**src/rtl/tx_pkg.sv**
```systemverilog
// Shared constants and FSM encoding for the transmit buffer datapath.
// Reused by the buffer itself and by the blocks that read it.
package tx_pkg;

    localparam int TX_DATA_WIDTH = 32;
    localparam int TX_ADDR_WIDTH = 4;
    localparam int TX_MEM_DEPTH  = 16;

    typedef enum logic [1:0] {
        IDLE  = 2'd0,
        RUN   = 2'd1,
        DRAIN = 2'd2
    } tx_state_t;

endpackage

```
**src/rtl/tx_skid_fifo.sv**
```systemverilog
// Two-entry FIFO that absorbs the buffer read latency under backpressure.
// Simultaneous push and pop are both honoured; clear empties it in one edge.
module tx_skid_fifo
    import tx_pkg::*;
#(
    parameter int DATA_WIDTH = TX_DATA_WIDTH
) (
    input  logic                  clk,
    input  logic                  reset,
    input  logic                  clear,
    input  logic                  push,
    input  logic [DATA_WIDTH-1:0] push_data,
    input  logic                  pop,
    output logic [DATA_WIDTH-1:0] head,
    output logic [1:0]            occ
);

    logic [DATA_WIDTH-1:0] slot [2];
    logic                  wr_ptr;
    logic                  rd_ptr;
    logic                  push_ok;
    logic                  pop_ok;

    assign pop_ok  = pop && (occ != 2'd0);
    assign push_ok = push && ((occ != 2'd2) || pop_ok);
    assign head    = slot[rd_ptr];

    always_ff @(posedge clk) begin
        if (reset) begin
            slot[0] <= '0;
            slot[1] <= '0;
            wr_ptr  <= 1'b0;
            rd_ptr  <= 1'b0;
            occ     <= 2'd0;
        end else if (clear) begin
            wr_ptr  <= 1'b0;
            rd_ptr  <= 1'b0;
            occ     <= 2'd0;
        end else begin
            if (push_ok) begin
                slot[wr_ptr] <= push_data;
                wr_ptr       <= ~wr_ptr;
            end
            if (pop_ok) begin
                rd_ptr <= ~rd_ptr;
            end
            occ <= occ + {1'b0, push_ok} - {1'b0, pop_ok};
        end
    end

endmodule

```
**src/rtl/tx_mem_reader.sv**
```systemverilog
// Walks a window of the transmit buffer and streams the words out on a
// valid/ready interface, hiding the buffer's one-cycle read latency.
module tx_mem_reader
    import tx_pkg::*;
#(
    parameter int DATA_WIDTH = TX_DATA_WIDTH,
    parameter int ADDR_WIDTH = TX_ADDR_WIDTH,
    parameter int MEM_DEPTH  = TX_MEM_DEPTH
) (
    input  logic                  clk,
    input  logic                  reset,
    input  logic                  start,
    input  logic [ADDR_WIDTH-1:0] start_addr,
    input  logic [ADDR_WIDTH:0]   word_count,
    input  logic                  abort,
    output logic                  mem_rd_req,
    output logic [ADDR_WIDTH-1:0] mem_addr,
    input  logic [DATA_WIDTH-1:0] mem_rd_data,
    output logic [DATA_WIDTH-1:0] tx_data,
    output logic                  tx_valid,
    input  logic                  tx_ready,
    output logic                  tx_last,
    output logic                  busy,
    output logic                  done
);

    localparam logic [ADDR_WIDTH-1:0] LAST_ADDR = ADDR_WIDTH'(MEM_DEPTH - 1);
    localparam logic [ADDR_WIDTH:0]   ONE       = (ADDR_WIDTH + 1)'(1);

    tx_state_t             state;
    tx_state_t             state_nx;
    logic [ADDR_WIDTH-1:0] rd_addr;
    logic [ADDR_WIDTH:0]   issue_left;
    logic [ADDR_WIDTH:0]   send_left;
    logic                  inflight;
    logic [1:0]            occ;
    logic [2:0]            pending;
    logic                  pop;
    logic                  issue;
    logic                  accept;
    logic                  last_pop;
    logic                  busy_nx;
    logic                  done_nx;

    assign pop      = tx_valid && tx_ready;
    assign last_pop = pop && (send_left == ONE);
    assign accept   = (state == IDLE) && start && (word_count != '0) && !abort;

    // Reads already owed to the FIFO after this cycle's pop; keep it <= 2.
    assign pending  = {1'b0, occ} + {2'b0, inflight} - {2'b0, pop};
    assign issue    = (state == RUN) && (pending <= 3'd1);

    assign mem_rd_req = issue;
    assign mem_addr   = rd_addr;
    assign tx_valid   = (occ != 2'd0);
    assign tx_last    = tx_valid && (send_left == ONE);

    tx_skid_fifo #(
        .DATA_WIDTH (DATA_WIDTH)
    ) u_fifo (
        .clk       (clk),
        .reset     (reset),
        .clear     (abort),
        .push      (inflight),
        .push_data (mem_rd_data),
        .pop       (pop),
        .head      (tx_data),
        .occ       (occ)
    );

    always_ff @(posedge clk) begin
        if (reset) begin
            state <= IDLE;
        end else begin
            state <= state_nx;
        end
    end

    always_comb begin
        state_nx = state;
        busy_nx  = 1'b0;
        done_nx  = 1'b0;
        unique case (state)
            IDLE: begin
                if (accept) begin
                    state_nx = RUN;
                end
            end
            RUN: begin
                if (issue && (issue_left == ONE)) begin
                    state_nx = DRAIN;
                end
            end
            DRAIN: begin
                if (last_pop) begin
                    state_nx = IDLE;
                    done_nx  = 1'b1;
                end
            end
            default: state_nx = IDLE;
        endcase
        if (abort) begin
            state_nx = IDLE;
            done_nx  = 1'b0;
        end
        busy_nx = (state_nx != IDLE);
    end

    always_ff @(posedge clk) begin
        if (reset) begin
            rd_addr    <= '0;
            issue_left <= '0;
            send_left  <= '0;
            inflight   <= 1'b0;
            busy       <= 1'b0;
            done       <= 1'b0;
        end else begin
            inflight <= issue && !abort;
            busy     <= busy_nx;
            done     <= done_nx;
            if (accept) begin
                rd_addr    <= start_addr;
                issue_left <= word_count;
                send_left  <= word_count;
            end else begin
                if (issue) begin
                    rd_addr    <= (rd_addr == LAST_ADDR) ? '0 : rd_addr + 1'b1;
                    issue_left <= issue_left - ONE;
                end
                if (pop) begin
                    send_left <= send_left - ONE;
                end
            end
        end
    end

endmodule

```
**config.mk**
```make
export PLATFORM = sky130hd
export DESIGN_NAME = tx_mem_reader
export DESIGN_NICKNAME = d
export VERILOG_FILES = /design/src/rtl/tx_pkg.sv /design/src/rtl/tx_skid_fifo.sv /design/src/rtl/tx_mem_reader.sv
export SDC_FILE = /design/constraint.sdc
export NUM_CORES = 1
export LEC_CHECK = 0
export CAP_MARGIN = 20
export CORE_ASPECT_RATIO = 0.9
export CORE_MARGIN = 1.5
export CORE_UTILIZATION = 55
export CTS_BUF_LIST = sky130_fd_sc_hd__clkbuf_4
export CTS_CLUSTER_DIAMETER = 120
export DETAILED_ROUTE_END_ITERATION = 8
export PLACE_DENSITY = 0.87
export SETUP_SLACK_MARGIN = 0.2
export SYNTH_ARGS = -nofsm -noshare
export SYNTH_HDL_FRONTEND = slang
export SYNTH_SLANG_ARGS = --single-unit
```
**constraint.sdc**
```tcl
create_clock -name clk -period 8.1 [get_ports clk]
set_input_delay 0.81 -clock clk [delete_from_list [all_inputs] [get_ports clk]]
set_output_delay 0.81 -clock clk [all_outputs]
set_load 0.05 [all_outputs]
```
; ---- After elaboration in Yosys (flattened, before gate mapping)
; Memory sizes are Yosys's and may differ from the RTL's. A register that Yosys moved wholly into a read port is not among the register bits.
; Index checks and enable logic that the tools add are counted.
; W data, S select, Z words.
[op_classes]
n_addsub = 7
magnitude_cmp = 1
n_eq_ne = 6
muxes = 24
bitwise = 3
reduce_logical = 22
[op_table]
columns = op, count
row1 = $mux W32, 1
row2 = $reduce_or A32 Y1, 1
row3 = $mux W5, 4
row4 = $mux W4, 3
row5 = $logic_and A1 B1 Y1, 11
row6 = $mux W1, 11
row7 = $eq A5 B1 Y1 const B, 2
row8 = $sub A5 B1 Y5 const B, 2
row9 = $mux W2, 4
row10 = $reduce_bool A2 Y1, 4
row11 = $pmux W2 S3, 1
row12 = $reduce_bool A5 Y1, 1
row13 = $add A4 B1 Y4 const B, 1
row14 = $eq A4 B4 Y1 const B, 1
row15 = $add A2 B1 Y3, 1
row16 = $le A3 B1 Y1 const B, 1
row17 = $not A1 Y1, 3
row18 = $reduce_or A3 Y1, 1
row19 = $sub A3 B1 Y3, 1
row20 = $add A2 B1 Y2, 1
row21 = $eq A2 B1 Y1 const B, 1
row22 = $eq A2 B2 Y1 const B, 1
row23 = $logic_not A2 Y1, 1
row24 = $ne A2 B2 Y1 const B, 1
row25 = other kinds (4), 4
[totals]
ff_bits = 23
mem_bits_rw = 64
in_bits = 46
out_inout_bits = 41
word_cells = 74
mem_count = 1
[mem_list]
columns = memory, depth, word_bits, rd, rd_clocked_by_memory_dff, wr, line
row1 = u_fifo.slot, 2, 32, 1, 1, 2, tx_skid_fifo.sv:18  ; logic [DATA_WIDTH-1:0] slot [2];

; ---- Logic depth before layout (Yosys ltp)
[depth]
ltp_word = 11
mapped_depth = 12
ltp_nobuf = 12

; ---- Hierarchy
; From an unflattened synthesis, not the netlist that was laid out.
[hier_totals]
cells_unflattened = 327
area_unflattened_um2 = 4150.2
[by_module_without_submodules]
columns = module, n_inst, cells_each, area_per_inst_um2, seq_area_each_um2
row1 = tx_skid_fifo, 1, 196, 3020.4, 2021.9
row2 = tx_mem_reader, 1, 131, 1129.8, 380.4

; ---- Least setup slack after synthesis
; OpenSTA, ideal clock, no wires.
[synth_timing]
path_kind = in2out
startpoint = input port tx_ready
endpoint = output port mem_rd_req
arrival_time_ns = 2.729
t_required_ns = 7.290
slack_ns = 4.561
path_stages = 10
n_path_buf = 0
path_cell_list = o21ai_0 -> inv_1 -> ha_1 -> inv_1 -> ha_1 -> inv_1 -> fa_1 -> xnor2_1 -> nand3_1 -> inv_1
[synth_via]
elab_chain_len = 4
[synth_lines]
columns = element, line
row1 = start: declaration, tx_mem_reader.sv:21  ; input logic tx_ready,
row2 = $logic_and A1 B1 Y1, tx_mem_reader.sv:45  ; assign pop = tx_valid && tx_ready;
row3 = $sub A3 B1 Y3, tx_mem_reader.sv:50  ; assign pending = {1'b0, occ} + {2'b0, inflight} - {2'b0, pop};
row4 = $le A3 B1 Y1, tx_mem_reader.sv:51  ; assign issue = (state == RUN) && (pending <= 3'd1);
row5 = $logic_and A1 B1 Y1, tx_mem_reader.sv:51
row6 = end: declaration, tx_mem_reader.sv:16  ; output logic mem_rd_req,
; Every way passes these cells.

; ---- Worst setup path after layout
; Same ends and word-level chain as after synthesis.

==> results.md <==
- The run finished with clean final reports.
- The highest cell delay on the worst timing path is roughly 0.85 ns.
- Once routing completed, OpenROAD measured the worst setup slack at 2.717 ns.
- Across every metal layer, demand over resource in global routing totals 0.2200.
- met2 is the most crowded layer.
- Synthesis inferred 88 register bits.
- STA classifies the critical path endpoint as a primary output.
- The synthesized instance count is 320.
- For this block, the initial DRC count from the detailed router was 144.
- The horizontal die dimension is 93.44 µm.
- The largest fanout on the critical path is 15.
- Setup violations remaining at the end of the flow were counted as 0.
- The number of diodes added for antenna fixing is 0.
- For this configuration, the core starts out at a cell density of 0.5722.
- Using the TritonRoute via totals, the vias-per-cell ratio works out to 5.468.
- In the global route stage, met3 resource usage came out at 0.03442.
- The share of synthesized registers carrying an async set or reset is 0.
- The proportion of synthesized chip area in sequential cells is 0.5933.
- The number of buffers inserted to repair setup after CTS is 0.
- The final period utilization is 0.6646.
- The via total after detailed routing is 2,745.
- Input and output buffers added on the ports amount to between 80 and 90.
- After floorplanning, the core was divided into 29 placement rows.
- The average cell area after synthesis is 12.65 µm².
- The number of gates resized after CTS was 0.
- The total number of H-tree levels is 3.
- The sort of element at the start of the critical path is a primary input.
- No sink is reached through more buffers than the 2 on the longest clock path.
- Walking the worst path, the cells encountered are clkdlybuf4s50_1 > o21ai_0 > inv_1 > ha_1 > inv_1 > ha_1 > inv_1 > fa_1 > xnor2_1 > nand3_1 > inv_1 > clkdlybuf4s50_1.
- In this run the count of I/O pins placed on the die edge is 87.
- The number of buffers created by CTS is 9.
- Measured along the y axis, the die boundary spans around 84 µm.
- For this design the static power due to leakage is 0.001883 µW.
- The TritonCTS sink count is between 80 and 90.
- The total global routing overflow is 0.
- The number of warnings printed during yosys synthesis is 0.
- Across the routed clock network, the largest skew measured is 0.01955 ns.
- Yosys mapped the design onto 45 distinct sky130hd cell types.
- In this run the cell area of the synthesized design comes to 0.004049 mm².
- The final hold violation count is 0.
- In the final timing run, aggregate negative setup slack is 0 ns.
- Along the worst hold path, the cell count comes to 2.
- The final number of max-transition violations was 0.
- At the worst endpoint, the arrival time is 4.57 ns.
- Dividing total power by cell area gives a power density of 164.5 mW/mm².
- The most common flop cell mapped by yosys is edfxtp_1.
- The quantity of hold-fixing buffers added after cts is 0.
- The critical path data required time is 7.29 ns.
- The path depth of the worst reg2reg path is 12.
- The smallest clock period supported by the final layout is computed as 5.383 ns.
- The peak supply drop is between 0.0001 and 0.00015 V.
- The standard cell with the maximum stage delay on the critical path is clkdlybuf4s50_1.
- The detail route stage leaves a number of antenna-violating nets equal to 0.
- The wire length per cell is between 15 and 20 µm.
- The worst slew slack as a fraction of its limit is 0.3381.
- The first-pass detailed-route iteration total is 5.
- The met1 track utilization from global routing is 0.2847.
- The tree is rooted in a clkbuf_4.
- The number of antenna violations at the first check in global routing is 0.
- The die covers 0.007886 mm².
- After legalization and detailed placement, the total HPWL measured 5516 µm.
- The worst setup slack before clock tree synthesis is ~2.9 ns.
- In the global route stage, met2 resource usage came out at 0.3643.
- The actual slew at the worst max-slew pin is 0.9928 ns.
- Relative to the synthesized area, the layout overhead comes to 26.51%.
- The number of global-route vias before repair was 2,819.
- The wire length of the first global-routing pass is 13,160 µm.
- The standard cell core area is 0.007076 mm².
- Entering global routing, the biggest net connects 34 pins.
- The final weighted congestion in routability-driven placement is around 0.86.
- For this run, the top clock speed supported by timing is ~190 MHz.
- Of the cells placed in the final design, the portion with a size suffix greater than 1 is 0.1394.
- The number of max-cap violations is 0.
- The post-synthesis net count is 376.
- The cell occurring most often along the worst timing path is inv_1.
- The worst setup path is of the primary input to primary output kind.
- The clock-pin slew reported for the worst setup and hold paths after clock tree synthesis is 0.15 ns.
- Setup repair after global routing left no endpoint under its margin.
- Clock latency on the worst-skew pair, taken at its later pin, is roughly 0.44 ns.
- TritonCTS built the clock tree.
- The path class of the tightest hold or removal check is flip-flop to flip-flop.
- For this run, design rule violations remaining after detail routing come to 0.
- The number of nets in the layout is 460.
- The count of flip-flops with a built-in enable after synthesis is 64.
- The final layout contains routed wiring with a total length of 8162 µm.
[flip-flops by register name, summed over array words and instances (netlist names), named ones only]
| signal | cells |
|---|---|
| send_left | 5 |
| issue_left | 5 |
| u_fifo.wr_ptr | 1 |
| inflight | 1 |
| u_fifo.occ | 2 |
| mem_addr | 4 |
| done | 1 |
| state | 2 |
| u_fifo.slot | 64 |
| u_fifo.rd_ptr | 1 |
| busy | 1 |
[cell type report]
type                       count  area (µm²)
fill                         515        1953
clock buffer                   9       67.56
inverter                      11       41.29
timing repair buffer          88       883.3
clock inverter                 7       66.31
sequential                    88        2402
multi-input combinational    206        1545
tap                           93       116.4
[Yosys cell counts (3+ instances only)]
cell,instances,area share
a21oi_1,9,0.011
a22oi_1,4,0.0074
a31oi_1,5,0.0077
and2_1,66,0.10
buf_1,3,0.0028
clkbuf_1,9,0.0083
dfxtp_1,24,0.12
edfxtp_1,64,0.47
ha_1,9,0.028
inv_1,11,0.010
mux2_2,32,0.089
nand2_1,10,0.0093
nand2b_1,3,0.0046
nand3_1,8,0.0099
nor2_1,8,0.0074
nor2b_1,5,0.0077
nor3b_1,3,0.0056
o21ai_0,6,0.0074
or2_2,3,0.0046
xnor2_1,7,0.015
[worst max-delay path: cells and delay by family]
kind	cells	cell delay, ns
adder cells (fa/ha/maj)	3	0.79
buffers and inverters	6	2.09
XOR/XNOR	1	0.26
AO/OA/AOI/OAI	1	0.15
AND/OR/NAND/NOR	1	0.47
[kinds of logic (layout without fill, tap and decap cells)]
group,count (synthesis),count (layout),share of synthesized area
adders and majority gates,10,10,0.03276
and+or+nand+nor,118,118,0.1765
muxes,32,32,0.08900
buffers and inverters,26,115,0.02658
DFF,88,88,0.5933
xor gates and xnor gates,8,8,0.01731
AOI/OAI and AO/OA,38,38,0.06459
[stage by stage]
stage	instance area, µm²	utilization	hold WS, ns	power, µW	std cells
after detailed placement	4974	0.7029	0.5022	623.0	485
after global placement	4974	0.7029	0.4831	619.8	485
final	5122	0.7240	0.5227	842.4	502
after CTS	5107	0.7218	0.5175	844.5	501
after floorplan	4049	-	0.4693	573.9	320
after global routing	5122	0.7240	0.5612	868.2	502
[cells in the final DEF, fill, tap and decap left out, drive strengths merged, types with 3 or more instances in the layout]
| master | n |
|---|---|
| a31oi | 5 |
| nor2 | 8 |
| mux2 | 32 |
| nand2b | 3 |
| a22oi | 4 |
| a21oi | 9 |
| edfxtp | 64 |
| nand2 | 10 |
| nor2b | 5 |
| clkbuf | 9 |
| ha | 9 |
| xnor2 | 7 |
| nor3b | 4 |
| inv | 13 |
| or2 | 4 |
| nand3 | 8 |
| and2 | 66 |
| dfxtp | 24 |
| clkinv | 3 |
| clkdlybuf4s50 | 86 |
| o21ai | 7 |
[routing by layer]
metal / up-vias / wire length [µm]
met5: - / 0
li1: 1311 / -
met4: 0 / 151
met3: 14 / 434
met1: 1316 / 3465
met2: 104 / 4110
[power breakdown]
| group | switching, µW | internal [µW] | total [µW] | leakage, µW |
|---|---|---|---|---|
| Clock | 160 | 68.6 | 229 | 0.0000659 |
| Sequential | 8.70 | 497 | 506 | 0.000858 |
| Combinational | 59.6 | 47.7 | 107 | 0.000959 |
[worst paths after layout]
kind,start,to,slack [ns]
setup / recovery,tx_ready,mem_rd_req,2.72
hold / removal,issue_left[1]$_SDFFE_PP0P_,issue_left[1]$_SDFFE_PP0P_,0.52
hold reg to reg,issue_left[1]$_SDFFE_PP0P_,issue_left[1]$_SDFFE_PP0P_,0.52
setup reg to reg,u_fifo.occ[1]$_SDFF_PP0_,issue_left[2]$_SDFFE_PP0P_,4.65
Power figures use the tool's default switching activity.
